[src/rtl/alu_result_stage_pkg.sv]
// Shared ALU types: function codes, committed flag layout, branch conditions,
// and the result-buffer state encoding used when ALU_RESULT_STAGE_SKID_EN is set.
package alu_result_stage_pkg;

    typedef enum logic [3:0] {
        ALU_ADD  = 4'd0,
        ALU_SUB  = 4'd1,
        ALU_AND  = 4'd2,
        ALU_OR   = 4'd3,
        ALU_XOR  = 4'd4,
        ALU_SHL  = 4'd5,
        ALU_SHR  = 4'd6,
        ALU_PASS = 4'd7
    } alu_func_e;

    typedef struct packed {
        logic n;
        logic z;
        logic c;
        logic v;
    } flags_t;

    typedef enum logic [2:0] {
        COND_ALWAYS = 3'd0,
        COND_EQ     = 3'd1,
        COND_NE     = 3'd2,
        COND_CS     = 3'd3,
        COND_CC     = 3'd4,
        COND_MI     = 3'd5,
        COND_PL     = 3'd6,
        COND_VS     = 3'd7
    } cond_e;

    typedef enum logic [1:0] {
        BUF_EMPTY = 2'd0,
        BUF_ONE   = 2'd1,
        BUF_TWO   = 2'd2
    } buf_state_e;

    localparam int unsigned FLAG_W = 4;

    function automatic logic cond_eval(input flags_t f, input cond_e sel);
        logic r;
        r = 1'b1;
        case (sel)
            COND_ALWAYS: r = 1'b1;
            COND_EQ:     r = f.z;
            COND_NE:     r = !f.z;
            COND_CS:     r = f.c;
            COND_CC:     r = !f.c;
            COND_MI:     r = f.n;
            COND_PL:     r = !f.n;
            COND_VS:     r = f.v;
            default:     r = 1'b1;
        endcase
        return r;
    endfunction

endpackage

[src/rtl/alu_result_stage_buf.sv]
// Result storage with valid/ready handshake. Single register by default;
// a 2-entry skid buffer with registered in_ready when ALU_RESULT_STAGE_SKID_EN is defined.
module alu_result_buf
    import alu_result_stage_pkg::*;
#(
    parameter int unsigned W = 13
) (
    input  logic         clk,
    input  logic         reset,
    input  logic         in_valid,
    output logic         in_ready,
    input  logic [W-1:0] in_data,
    output logic         out_valid,
    input  logic         out_ready,
    output logic [W-1:0] out_data
);

`ifdef ALU_RESULT_STAGE_SKID_EN
    buf_state_e   r_state;
    buf_state_e   w_state_nxt;
    logic         r_in_ready;
    logic [W-1:0] r_head;
    logic [W-1:0] r_tail;
    logic         w_accept;
    logic         w_drain;

    assign w_accept  = in_valid && r_in_ready;
    assign w_drain   = (r_state != BUF_EMPTY) && out_ready;
    assign in_ready  = r_in_ready;
    assign out_valid = (r_state != BUF_EMPTY);
    assign out_data  = r_head;

    always_comb begin
        w_state_nxt = r_state;
        case (r_state)
            BUF_EMPTY: if (w_accept) w_state_nxt = BUF_ONE;
            BUF_ONE: begin
                if (w_accept && !w_drain)      w_state_nxt = BUF_TWO;
                else if (!w_accept && w_drain) w_state_nxt = BUF_EMPTY;
            end
            BUF_TWO:   if (w_drain) w_state_nxt = BUF_ONE;
            default:   w_state_nxt = BUF_EMPTY;
        endcase
    end

    // in_ready is precomputed from the next state so it stays a flop output
    always_ff @(posedge clk or posedge reset) begin
        if (reset) begin
            r_state    <= BUF_EMPTY;
            r_in_ready <= 1'b1;
            r_head     <= '0;
            r_tail     <= '0;
        end else begin
            r_state    <= w_state_nxt;
            r_in_ready <= (w_state_nxt != BUF_TWO);
            case (r_state)
                BUF_EMPTY: if (w_accept) r_head <= in_data;
                BUF_ONE: begin
                    if (w_accept && w_drain) r_head <= in_data;
                    else if (w_accept)       r_tail <= in_data;
                end
                BUF_TWO:   if (w_drain) r_head <= r_tail;
                default: ;
            endcase
        end
    end
`else
    logic         r_valid;
    logic [W-1:0] r_data;
    logic         w_accept;

    assign in_ready  = !r_valid || out_ready;
    assign w_accept  = in_valid && in_ready;
    assign out_valid = r_valid;
    assign out_data  = r_data;

    always_ff @(posedge clk or posedge reset) begin
        if (reset) begin
            r_valid <= 1'b0;
            r_data  <= '0;
        end else if (w_accept) begin
            r_valid <= 1'b1;
            r_data  <= in_data;
        end else if (out_ready) begin
            r_valid <= 1'b0;
        end
    end
`endif

endmodule

[src/rtl/alu_result_stage.sv]
// ALU result stage: buffers results toward writeback and commits {N,Z,C,V} on drain.
// Define ALU_RESULT_STAGE_SKID_EN for the 2-entry skid buffer variant.
module alu_result_stage
    import alu_result_stage_pkg::*;
#(
    parameter int unsigned DATA_W = 8
) (
    input  logic              clk,
    input  logic              reset,
    input  logic              in_valid,
    output logic              in_ready,
    input  logic [DATA_W-1:0] in_result,
    input  logic              in_signed_overflow,
    input  logic              in_carry_flag,
    input  logic              in_flags_we,
    output logic              out_valid,
    input  logic              out_ready,
    output logic [DATA_W-1:0] out_result,
    output logic [3:0]        flags,
    input  logic              flags_clear,
    input  logic [2:0]        cond_sel,
    output logic              cond_true
);

    localparam int unsigned ENT_W = DATA_W + FLAG_W + 1;

    logic [ENT_W-1:0] w_in_data;
    logic [ENT_W-1:0] w_out_data;
    flags_t           w_head_flags;
    logic             w_head_we;
    flags_t           r_flags;

    // Entry layout: {result, N, Z, C, V, flags_we}
    assign w_in_data = {in_result, in_result[DATA_W-1], (in_result == '0),
                        in_carry_flag, in_signed_overflow, in_flags_we};

    alu_result_buf #(.W(ENT_W)) u_buf (
        .clk       (clk),
        .reset     (reset),
        .in_valid  (in_valid),
        .in_ready  (in_ready),
        .in_data   (w_in_data),
        .out_valid (out_valid),
        .out_ready (out_ready),
        .out_data  (w_out_data)
    );

    assign out_result   = w_out_data[ENT_W-1 -: DATA_W];
    assign w_head_flags = flags_t'(w_out_data[FLAG_W:1]);
    assign w_head_we    = w_out_data[0];

    always_ff @(posedge clk or posedge reset) begin
        if (reset) begin
            r_flags <= '0;
        end else if (flags_clear) begin
            r_flags <= '0;
        end else if (out_valid && out_ready && w_head_we) begin
            r_flags <= w_head_flags;
        end
    end

    assign flags     = r_flags;
    assign cond_true = cond_eval(r_flags, cond_e'(cond_sel));

endmodule
[config.mk]
export PLATFORM = sky130hd
export DESIGN_NAME = alu_result_stage
export DESIGN_NICKNAME = d
export VERILOG_FILES = /design/src/rtl/alu_result_stage_pkg.sv /design/src/rtl/alu_result_stage_buf.sv /design/src/rtl/alu_result_stage.sv
export SDC_FILE = /design/constraint.sdc
export NUM_CORES = 1
export LEC_CHECK = 0
export CAP_MARGIN = 40
export CELL_PAD_IN_SITES_DETAIL_PLACEMENT = 1
export CELL_PAD_IN_SITES_GLOBAL_PLACEMENT = 2
export CORE_ASPECT_RATIO = 0.6
export CORE_UTILIZATION = 24
export DETAILED_ROUTE_END_ITERATION = 7
export GPL_ROUTABILITY_DRIVEN = 0
export PLACE_DENSITY_LB_ADDON = 0.2
export SLEW_MARGIN = 20
export SYNTH_ARGS = -nofsm -noshare
export SYNTH_HDL_FRONTEND = slang
export SYNTH_SLANG_ARGS = --single-unit
[constraint.sdc]
create_clock -name clk -period 1.7 [get_ports clk]
set_clock_uncertainty 0.15 [all_clocks]
set_input_delay 0.51 -clock clk [delete_from_list [all_inputs] [get_ports clk]]
set_output_delay 0.51 -clock clk [all_outputs]
set_load 0.03 [all_outputs]
After elaboration in Yosys (flattened, before gate mapping)
Index checks and enable logic that the tools add are counted.
{"block": "word_totals", "wordCells": 30, "ff_bits": 18, "input_bits": 19}
{"block": "op_classes", "n_mux": 5, "n_eq_ne": 7, "n_reduce_logical": 12}
{"operator": "equality test 3 bit, second input constant", "count": 4}
{"operator": "logical NOT 8 bit", "count": 1}
{"operator": "2-to-1 mux 4 bit", "count": 2}
{"operator": "case mux 1 bit (8 select lines)", "count": 1}
{"operator": "equality test 3 x 2 -> 1 bit, second input constant", "count": 2}
{"operator": "logical NOT 1 bit", "count": 4}
{"operator": "nonzero test 2 bit", "count": 2}
{"operator": "equality test 3 x 1 -> 1 bit, second input constant", "count": 1}
{"operator": "logical AND 1 bit", "count": 3}
{"operator": "logical NOT 3 bit", "count": 1}
{"operator": "2-to-1 mux 1 bit", "count": 2}
{"operator": "logical OR 1 bit", "count": 1}

Logic depth before layout (Yosys ltp)
Gate-level depths: netlist (run 1).
{"block": "depth", "depth_word": 4, "ltp_mapped": 4, "ltp_nobuf": 3}

Modules after synthesis
Synthesis (run 1) repeated with hierarchy kept, for this count alone.
{"block": "hier_totals", "cells_unflattened": 59, "hier_area_um2": 852.1}
{"module": "alu_result_buf", "instances": 1, "area_each_um2": 590.6, "cells_per_inst": 32}
{"module": "alu_result_stage", "instances": 1, "area_each_um2": 261.5, "cells_per_inst": 27}

Least setup slack after synthesis (run 1)
Ideal clock, no wire load.
{"block": "synth_timing", "path_type": "in2out", "start": "input cond_sel[1]", "end": "output cond_true", "t_required_ns": 1.040, "arrival_time_ns": 1.268, "n_path_buf": 0, "path_slack_ns": -0.228, "path_stages": 2, "path_cell_list": "mux4_2 a22o_1"}
{"block": "synth_via", "elab_chain_len": 2, "word_cells_on_any_way": 9}
{"element": "start, declared", "line_no": "alu_result_stage.sv:21", "text": "input logic [2:0] cond_sel,"}
{"element": "equality test 3 bit, or another cell as far along", "line_no": "alu_result_stage_pkg.sv:45", "text": "case (sel)"}
{"element": "case mux 1 bit (8 select lines) (*)", "line_no": "alu_result_stage_pkg.sv:45"}
{"element": "end, declared", "line_no": "alu_result_stage.sv:22", "text": "output logic cond_true"}
Mark *: on every way between the ends. The rest lies on a longest branch, timed or not.

Worst setup path after layout (run 1)
{"block": "layout_timing", "start": "register r_flags, in the netlist flags[3]", "end": "output cond_true"}
{"block": "layout_via", "elab_chain_len": 2}
{"element": "start, declared", "line_no": "alu_result_stage.sv:31", "text": "flags_t r_flags;"}
{"element": "start signal, assigned", "line_no": "alu_result_stage.sv:58", "text": "r_flags <= w_head_flags;"}
{"element": "logical NOT 1 bit", "line_no": "alu_result_stage_pkg.sv:52", "text": "COND_PL: r = !f.n;"}
{"element": "case mux 1 bit (8 select lines) (*)", "line_no": "alu_result_stage_pkg.sv:45"}
Marked as above.

==> reports/qor.txt, run 1 <==
final wirelength - 1830 um
Nets - 124
core area - 3280 um2
Post-Synth XOR/XNOR Area - 0%
Rows - 16
post-synthesis sequential area ratio - 51.3%
Netlist cell types - 19
total clock sinks - 17
TritonRoute pass-1 iters - 2
Clock Power Share - 26.6%
Layout area overhead - 60.0%
Clock Latency Late Sink - 0.25 ns
post-synthesis mux area share - 27.9%
synthesized flop and latch total - 17
DP HPWL - 1400 um
Cell Pwr Density - 836 nW/um2
H-tree level count - 1
DP Cell Count - 143
Syn Nets - 79
layout cells sized above 1 - 45.2%
Post-Synth Simple-Gate Area - 8.30%
Reg power frac - 43.0%
port bufs - 33
vias per cell - 4.02
CTS root buf - clkbuf_8
Slew @ Worst Pin - 0.307 ns
Mapped Cells - 60
first-pass GRT wire length - 2940 um
minimum clock period - 2.13 ns
die height - 47.5 um
Synth Area in Compound Gates - 3.02%
RSZ-0062 raised after global routing - true
clock buffer depth - 2
fin cells - 149
Die Width - 77.9 um
initial core utilization - 25.3%
Setup WS pre-CTS - -1.32 ns
NetSw - 0.000313 W
ant diodes - 0
Worst-path clk slew - 0.06 ns
post-route fraction of the period consumed by the critical path - 126%
CTS tree - built
DIE AREA - 3700 um2
total CTS buffers - 3
Via Count - 599
Remaining Overflow, GRT - 0
Comb pwr share - 30.4%
number of global-route vias before repair - 589
DRC viols - 0
Avg WL per Cell - 12.3 um
adder-cell share of the synthesized area - 0%
WP data arrival - 1.47 ns
failing checks - negative setup slack
initial antenna violation count - 0
pin count of the biggest net entering global routing - 18
io pins - 34
total global-route track usage - 11.3%
status - finished with violations
Ys Warns - 0
count of final setup violators - 1
P_int - 0.000797 W
switching share of power - 28.2%
Hold Vio Cnt, Final - 0
combinational family with the most area after synthesis - multiplexers
Crit Path Max Fanout - 2
Hold-fix buffers, CTS - 0
fmax - 469 MHz
slew margin rel. - 79.5%
Crit Path Class - flip-flop to primary output
WP data required - 1.04 ns
Peak VDD IR - 0.000313 V
Worst Hold Class - flip-flop to flip-flop
leak pwr - 0.669 nW
CP startpoint kind - flip-flop
first-iteration detailed-routing DRC count - 12
Final Max Slew Viols - 0
Reg2Reg Setup Slack - 0.24 ns
remaining antenna violation count - 0
mapped cell area - 830 um2
Syn Area/Cell - 13.8 um2
setup ws final - -0.434 ns
max-cap viol count - 0
CP Capture Type - primary output
[cell usage in the layout (no fill, tap or decap), drive strengths merged, types with 2 or more instances in the layout]
cell type,synthesis,routed
nand2,2,2
dlymetal6s2s,0,2
clkdlybuf4s50,0,13
clkbuf,0,4
mux2i,4,4
nor4,2,2
clkdlybuf4s15,0,4
nand2b,2,2
inv,2,2
nor2,4,4
dfrtp,17,17
mux2,12,12
dlygate4sd2,0,4
buf,9,26
[cells in the mapped netlist]
library cell | instances | area, um2
nand2_2 | 1 | 6.26
nand2_1 | 1 | 3.75
mux2i_1 | 4 | 40.0
nor2_1 | 4 | 15.0
a31oi_1 | 1 | 6.26
nand4_1 | 1 | 6.26
mux4_2 | 1 | 22.5
a22o_1 | 1 | 8.76
mux2_2 | 3 | 33.8
nor4_1 | 2 | 12.5
nand2b_1 | 1 | 6.26
inv_1 | 2 | 7.51
dfrtp_1 | 17 | 425
a21bo_2 | 1 | 10.0
buf_6 | 1 | 11.3
mux2_4 | 9 | 135
nand3_1 | 1 | 5.00
buf_4 | 8 | 60.1
nand2b_4 | 1 | 13.8
[power by group through the flow]
| stage | clock, W | sequential [W] | combinational (W) |
|---|---|---|---|
| 2_1_floorplan | 0 | 0.000491 | 0.000214 |
| 3_3_place_gp | 0 | 0.000484 | 0.000343 |
| 3_5_place_dp | 0 | 0.000486 | 0.000346 |
| 4_1_cts | 0.000308 | 0.000479 | 0.000335 |
| 5_1_grt | 0.000330 | 0.000485 | 0.000360 |
| 6_report | 0.000295 | 0.000478 | 0.000338 |
[critical path, stage by stage, from the launching register on]
cell and delay (ns):
dfrtp_1 0.39, mux4_2 0.48, a22o_4 0.23, buf_6 0.13
[area by class of cell]
type / instances / area [um2]
sequential: 17 / 425
fill: 355 / 1960
inverter: 2 / 7.51
multi-input combinational: 32 / 340
tap: 45 / 56.3
clock buffer: 4 / 45.0
timing repair buffer: 49 / 453
[flip-flops by register name, indices dropped and copies added, names as in the netlist]
name             flops
flags                4
u_buf.out_data      12
u_buf.out_valid      1
[cells by family (layout without fill, tap and decap cells)]
group,count (synthesis),count (layout)
buf+inv,11,55
flops,17,17
compound gates,3,3
mux,17,17
simple gates,12,12
[through the flow]
stage	hold WS (ns)	TNS (ns)	total power, W	area (um2)	utilization [%]
after global placement	0.331	-5.18	0.000827	1250	38.1
final	0.351	-0.434	0.00111	1330	40.4
after detailed placement	0.338	-5.13	0.000833	1250	38.1
after floorplan	0.286	-0.213	0.000705	838	-
after global routing	0.380	-0.476	0.00117	1330	40.4
after CTS	0.358	-0.445	0.00112	1300	39.5
[what timing repair did]
item	CTS	global route
buffers inserted	1	1
resized for setup	22	8
pin swaps	0	1
setup endpoints to repair	17	5
[routing by layer]
| metal | share of wire, % | up-vias | track usage [%] |
|---|---|---|---|
| met5 | 0 | - | 0 |
| met4 | 0 | 0 | 3.33 |
| met3 | 6.2 | 0 | 4.95 |
| met2 | 44 | 20 | 16.3 |
| met1 | 50 | 280 | 15.4 |
| li1 | - | 299 | - |
[worst paths after layout]
check,cells after the start,end,startpoint
worst max-delay path,3,cond_true,flags[3]
worst min-delay path,1,u_buf.out_data[3],u_buf.out_data[3]
worst max register to register,5,u_buf.out_data[1],u_buf.out_valid
worst min register to register,1,u_buf.out_data[3],u_buf.out_data[3]
max in group asynchronous,3,u_buf.out_data[6],reset
min in group asynchronous,3,u_buf.out_data[8],reset
(Power assumes the default switching activity.)
==> run 2: changes to the inputs <==
CTS_CLUSTER_DIAMETER = 80   (was not set)
==> results of run 2 <==
The final DEF is identical to that of run 1; final timing and power are the same.
